===== src/rtl/iter_shifter.sv =====
// iter_shifter: multi-cycle left/right shifter with logical or arithmetic fill.
// The operand is loaded into a wider result register and shifted by up to STEP
// bits per cycle. Oversize shift amounts are clamped to OUT_W so the latency
// never exceeds ceil(OUT_W/STEP)+1 cycles.
module iter_shifter #(
  parameter int IN_W    = 24,
  parameter int OUT_W   = 32,
  parameter int SHAMT_W = 8,
  parameter int STEP    = 4
) (
  input  logic               clk,
  input  logic               rst_n,
  input  logic               start,
  input  logic               direction,
  input  logic               arith,
  input  logic [IN_W-1:0]    in,
  input  logic [SHAMT_W-1:0] shift,
  output logic [OUT_W-1:0]   shifted,
  output logic               busy,
  output logic               ready
);

  // The counter must be able to hold OUT_W itself, the clamped maximum.
  localparam int CTR_W = $clog2(OUT_W + 1);

  typedef enum logic [1:0] {
    IDLE,
    SHIFT,
    DONE
  } state_t;

  state_t             state_q, state_d;
  logic [OUT_W-1:0]   shifted_q, shifted_d;
  logic [CTR_W-1:0]   ctr_q, ctr_d;
  logic [CTR_W-1:0]   step_k;
  logic               dir_q, dir_d;
  logic               arith_q, arith_d;
  logic               busy_q, busy_d;
  logic               ready_q, ready_d;

  // Widen the operand; sign fill only applies to arithmetic right shifts.
  function automatic logic [OUT_W-1:0] extend_operand(input logic [IN_W-1:0] op,
                                                       input logic          sign_fill);
    logic [OUT_W-1:0] r;
    r            = '0;
    r[IN_W-1:0]  = op;
    for (int i = IN_W; i < OUT_W; i++) begin
      r[i] = sign_fill & op[IN_W-1];
    end
    return r;
  endfunction

  // Saturate the requested amount at OUT_W; anything larger gives the same result.
  function automatic logic [CTR_W-1:0] clamp_shift(input logic [SHAMT_W-1:0] amt);
    if (int'(amt) >= OUT_W) begin
      return CTR_W'(OUT_W);
    end
    return CTR_W'(amt);
  endfunction

  // One step of k bits; the arithmetic fill replicates the current MSB.
  function automatic logic [OUT_W-1:0] shift_step(input logic [OUT_W-1:0] value,
                                                   input logic [CTR_W-1:0] k,
                                                   input logic             left,
                                                   input logic             sign_fill);
    logic [OUT_W-1:0] r;
    if (left) begin
      r = value << k;
    end else if (sign_fill) begin
      r = $signed(value) >>> k;
    end else begin
      r = value >> k;
    end
    return r;
  endfunction

  // Next-state logic: load on an accepted start, step while ctr is non-zero.
  always_comb begin
    state_d   = state_q;
    shifted_d = shifted_q;
    ctr_d     = ctr_q;
    dir_d     = dir_q;
    arith_d   = arith_q;
    busy_d    = busy_q;
    ready_d   = ready_q;
    step_k    = (ctr_q > CTR_W'(STEP)) ? CTR_W'(STEP) : ctr_q;
    case (state_q)
      IDLE, DONE: begin
        if (start) begin
          shifted_d = extend_operand(in, arith & ~direction);
          ctr_d     = clamp_shift(shift);
          dir_d     = direction;
          arith_d   = arith;
          busy_d    = 1'b1;
          ready_d   = 1'b0;
          state_d   = SHIFT;
        end
      end
      SHIFT: begin
        if (ctr_q == '0) begin
          busy_d  = 1'b0;
          ready_d = 1'b1;
          state_d = DONE;
        end else begin
          shifted_d = shift_step(shifted_q, step_k, dir_q, arith_q);
          ctr_d     = ctr_q - step_k;
        end
      end
      default: begin
        state_d = IDLE;
      end
    endcase
  end

  // State and datapath registers; reset clears everything immediately.
  always_ff @(posedge clk or negedge rst_n) begin
    if (!rst_n) begin
      state_q   <= IDLE;
      shifted_q <= '0;
      ctr_q     <= '0;
      dir_q     <= 1'b0;
      arith_q   <= 1'b0;
      busy_q    <= 1'b0;
      ready_q   <= 1'b0;
    end else begin
      state_q   <= state_d;
      shifted_q <= shifted_d;
      ctr_q     <= ctr_d;
      dir_q     <= dir_d;
      arith_q   <= arith_d;
      busy_q    <= busy_d;
      ready_q   <= ready_d;
    end
  end

  assign shifted = shifted_q;
  assign busy    = busy_q;
  assign ready   = ready_q;

endmodule


===== config.mk =====
export PLATFORM = sky130hd
export DESIGN_NAME = iter_shifter
export DESIGN_NICKNAME = d
export VERILOG_FILES = /design/src/rtl/iter_shifter.sv
export SDC_FILE = /design/constraint.sdc
export NUM_CORES = 1
export LEC_CHECK = 0
export ABC_AREA = 1
export BUFFER_PORTS_ARGS = -buffer_cell sky130_fd_sc_hd__buf_4
export CAP_MARGIN = 20
export CORE_ASPECT_RATIO = 0.9
export CORE_UTILIZATION = 35
export DETAILED_ROUTE_END_ITERATION = 8
export GPL_TIMING_DRIVEN = 0
export PLACE_DENSITY = 0.62
export SKIP_LAST_GASP = 1
export SYNTH_ARGS = -nofsm -noshare
export SYNTH_HDL_FRONTEND = slang
export SYNTH_SLANG_ARGS = --single-unit

===== constraint.sdc =====
create_clock -name clk -period 2.1 [get_ports clk]
set_input_delay 0.42 -clock clk [delete_from_list [all_inputs] [get_ports clk]]
set_output_delay 0.42 -clock clk [all_outputs]
set_load 0.005 [all_outputs]

==> run metrics <==
status=finished clean; Max transition margin=0.542; Yosys top cell by area=dfrtp_1; CP Data Arrival Time=2.31 ns; FF-to-FF setup slack=0.04 ns; Seq/Total Area, Yosys=0.236; CTS Buffer Depth=2; synth warn=0; total CTS buffers=5; Main synth FF type=dfrtp_1; DIE AREA=0.0138 mm2; Final Total Pwr=0.0104 W; share of cells above drive strength 1=0.218; GR Util met2=0.388; dpl hpwl=14.3 mm; worst min-delay path class=in -> async; Synth Area per Inst=5.89 um2; I/O Pins=71; final slew viol count=0; total grt overflow=0; P_leak=3.00 nW; clock sink total=44; Initial DRC Count=807; dpl cell area=0.00539 mm2; Max-cap violations=0; syn_nets=829; crit end category=register; gr busiest metal=met1; gr usage total=0.289; Layout Cell Area excl Fill=0.00580 mm2; CP delay by family, top=buffers and inverters; vias in the first global route=5287; Worst EP required=2.35 ns; number of diodes=0; met3 Track Usage GR=0.0789; startpoint class of the critical path=register; slowest cell delay on critical path=0.31 ns; CTS tree=done; fraction of registers with async set/reset=1.00; crit-path max FO=10; met1 Use GR=0.431; Via density=5.58; setup tns final=0 ns; EDFF count, synth=0; CTS clk-pin slew, worst paths=0.07 ns; IO buf count=70; nets@finish=918; Crit-path slowest cell=dfrtp_1; Layout fillers=1414; Final Hold Fails=0; drt pass-1 iters=7; Vias=5833; Post-Syn Area=0.00466 mm2; Remaining DRCs=0; die width=124 um; Post-Synthesis Cells=791; crit share post-route=0.981; row count=39; final setup violation count=0; Post-Route Skew=0.00363 ns; Yosys top cell area share=0.236; RSZ-0062 raised after global routing=true; commonest non-fill, non-tap cell in the layout=nand2_1; Worst Setup Path Type=reg -> reg; reg2reg end=shifted[18]; die height=111 um; initial antenna violation count=0; synth top area cells=dfrtp_1 (24%), nand2_1 (21%), nand3_1 (16%); remaining antenna violation count after routing=0; Distinct cells, synth=42; R2R Path Start=dir_q; maximum number of pins on one net before global-route repair=45; worst skew pair latency=0.30 ns; Clock Root Buffer=clkbuf_16; Worst-Margin Slew=0.687 ns; WP buf/inv=4; Seq. cell area=0.00110 mm2; PwrDens=1790 mW/mm2; global-route wire length before repair=30.2 mm; Top cell by count, worst path=nand2_1; CTS H-tree depth=2; Multi-input gate area=0.00309 mm2; commonest cells after routing, fill and taps aside=nand2_1 (258), nand3_1 (147), buf_4 (89); Yosys reg bits=44; fmax=0.485 GHz; post-layout util=0.452; GPL Wtd Cong=0.983; IR Drop Worst-Case VDD=696 uV; min cycle time layout=2.06 ns; critical-path cell list=buf_2 -> inv_1 -> buf_2 -> nor2_4 -> inv_1 -> o21ai_1 -> nor2_1 -> nand2_1 -> nand2_1 -> nand2_1; wire per inst=18.7 um; DRT Wirelength=19.5 mm; area growth from synthesis to layout=24.4%; R2R depth=10; Placeable Area=0.0128 mm2; Initial Util=0.363
==> routing by layer <==
| metal | up-vias | share of wire |
|---|---|---|
| met5 | - | 0 |
| met4 | 0 | 0.026 |
| met3 | 46 | 0.12 |
| met2 | 392 | 0.41 |
| met1 | 2621 | 0.45 |
| li1 | 2774 | - |
==> worst max path at each step <==
stage | from | to | cells past startpoint
final | dir_q | shifted[18] | 10
after global routing | ctr_q[2] | shifted[2] | 12
after CTS | ctr_q[1] | shifted[23] | 8
after detailed placement | state_q[1] | shifted[24] | 6
after global placement | state_q[1] | shifted[24] | 6
after floorplan | ctr_q[3] | shifted[22] | 11
==> power breakdown <==
group	internal, W	switching, W	total, W	leakage [nW]
sequential	0.00131	0.000437	0.00175	0.529
clock	0.000474	0.000379	0.000854	0.0691
combinational	0.00278	0.00501	0.00779	2.40
total	0.00457	0.00583	0.0104	3.00
==> repair_timing <==
item | 4_1_cts | 5_1_grt
setup buffers | 0 | 13
pin swaps | 0 | 8
endpoints found under the hold margin | 0 | 0
setup endpoints to repair | 21 | 35
gates resized for setup | 4 | 42
hold buffers | 0 | 0
==> flip-flops by register name (all words and copies together) (netlist names), named ones only <==
signal / cells
state_q: 2
dir_q: 1
ready: 1
busy: 1
ctr_q: 6
arith_q: 1
shifted: 31
==> cell type report <==
| cell class | count | share of cell area |
|---|---|---|
| multi-input cells | 639 | 0.533 |
| flip-flops and latches | 44 | 0.191 |
| repair buffers | 83 | 0.118 |
| plain buffers | 47 | 0.0566 |
| inverters | 60 | 0.0393 |
| well taps | 164 | 0.0354 |
| clock buffers | 6 | 0.0240 |
| clock inverters | 2 | 0.00259 |
==> per-stage QoR <==
step	hold slack [ns]	setup slack, ns	cells
floorplan	0.124	0.438	791
global placement	0.468	-0.138	1025
detailed placement	0.471	-0.142	1025
CTS	0.149	0.00953	1033
global route	0.186	-0.0599	1045
finish	0.113	0.0389	1045
==> kinds of logic (layout without fill, tap and decap cells) <==
family	count (synthesis)	after routing	share of synthesized area
AOI/OAI and AO/OA	78	78	0.101
adders and majority gates	1	1	0.00269
buffers and inverters	108	198	0.111
DFF	44	44	0.236
other	1	1	0.000805
and+or+nand+nor	559	559	0.548
==> synthesized netlist by cell type (2+ instances only) <==
cell type and instances:
nand2_1 263, nand3_1 149, nor2_1 88, inv_1 55, dfrtp_1 44, buf_2 27
a21oi_1 20, nand4_1 17, o21ai_1 17, nand2_2 15, o21ai_0 13, o211ai_1 11
buf_4 8, clkbuf_1 7, nand2_4 6, and2_1 5, inv_2 5, buf_6 4
a22oi_1 3, a31oi_1 3, nand3_2 3, nor2_8 3, nor3_1 3, a32o_1 2
nand3_4 2, o21ai_2 2
Power figures use the tool's default switching activity.
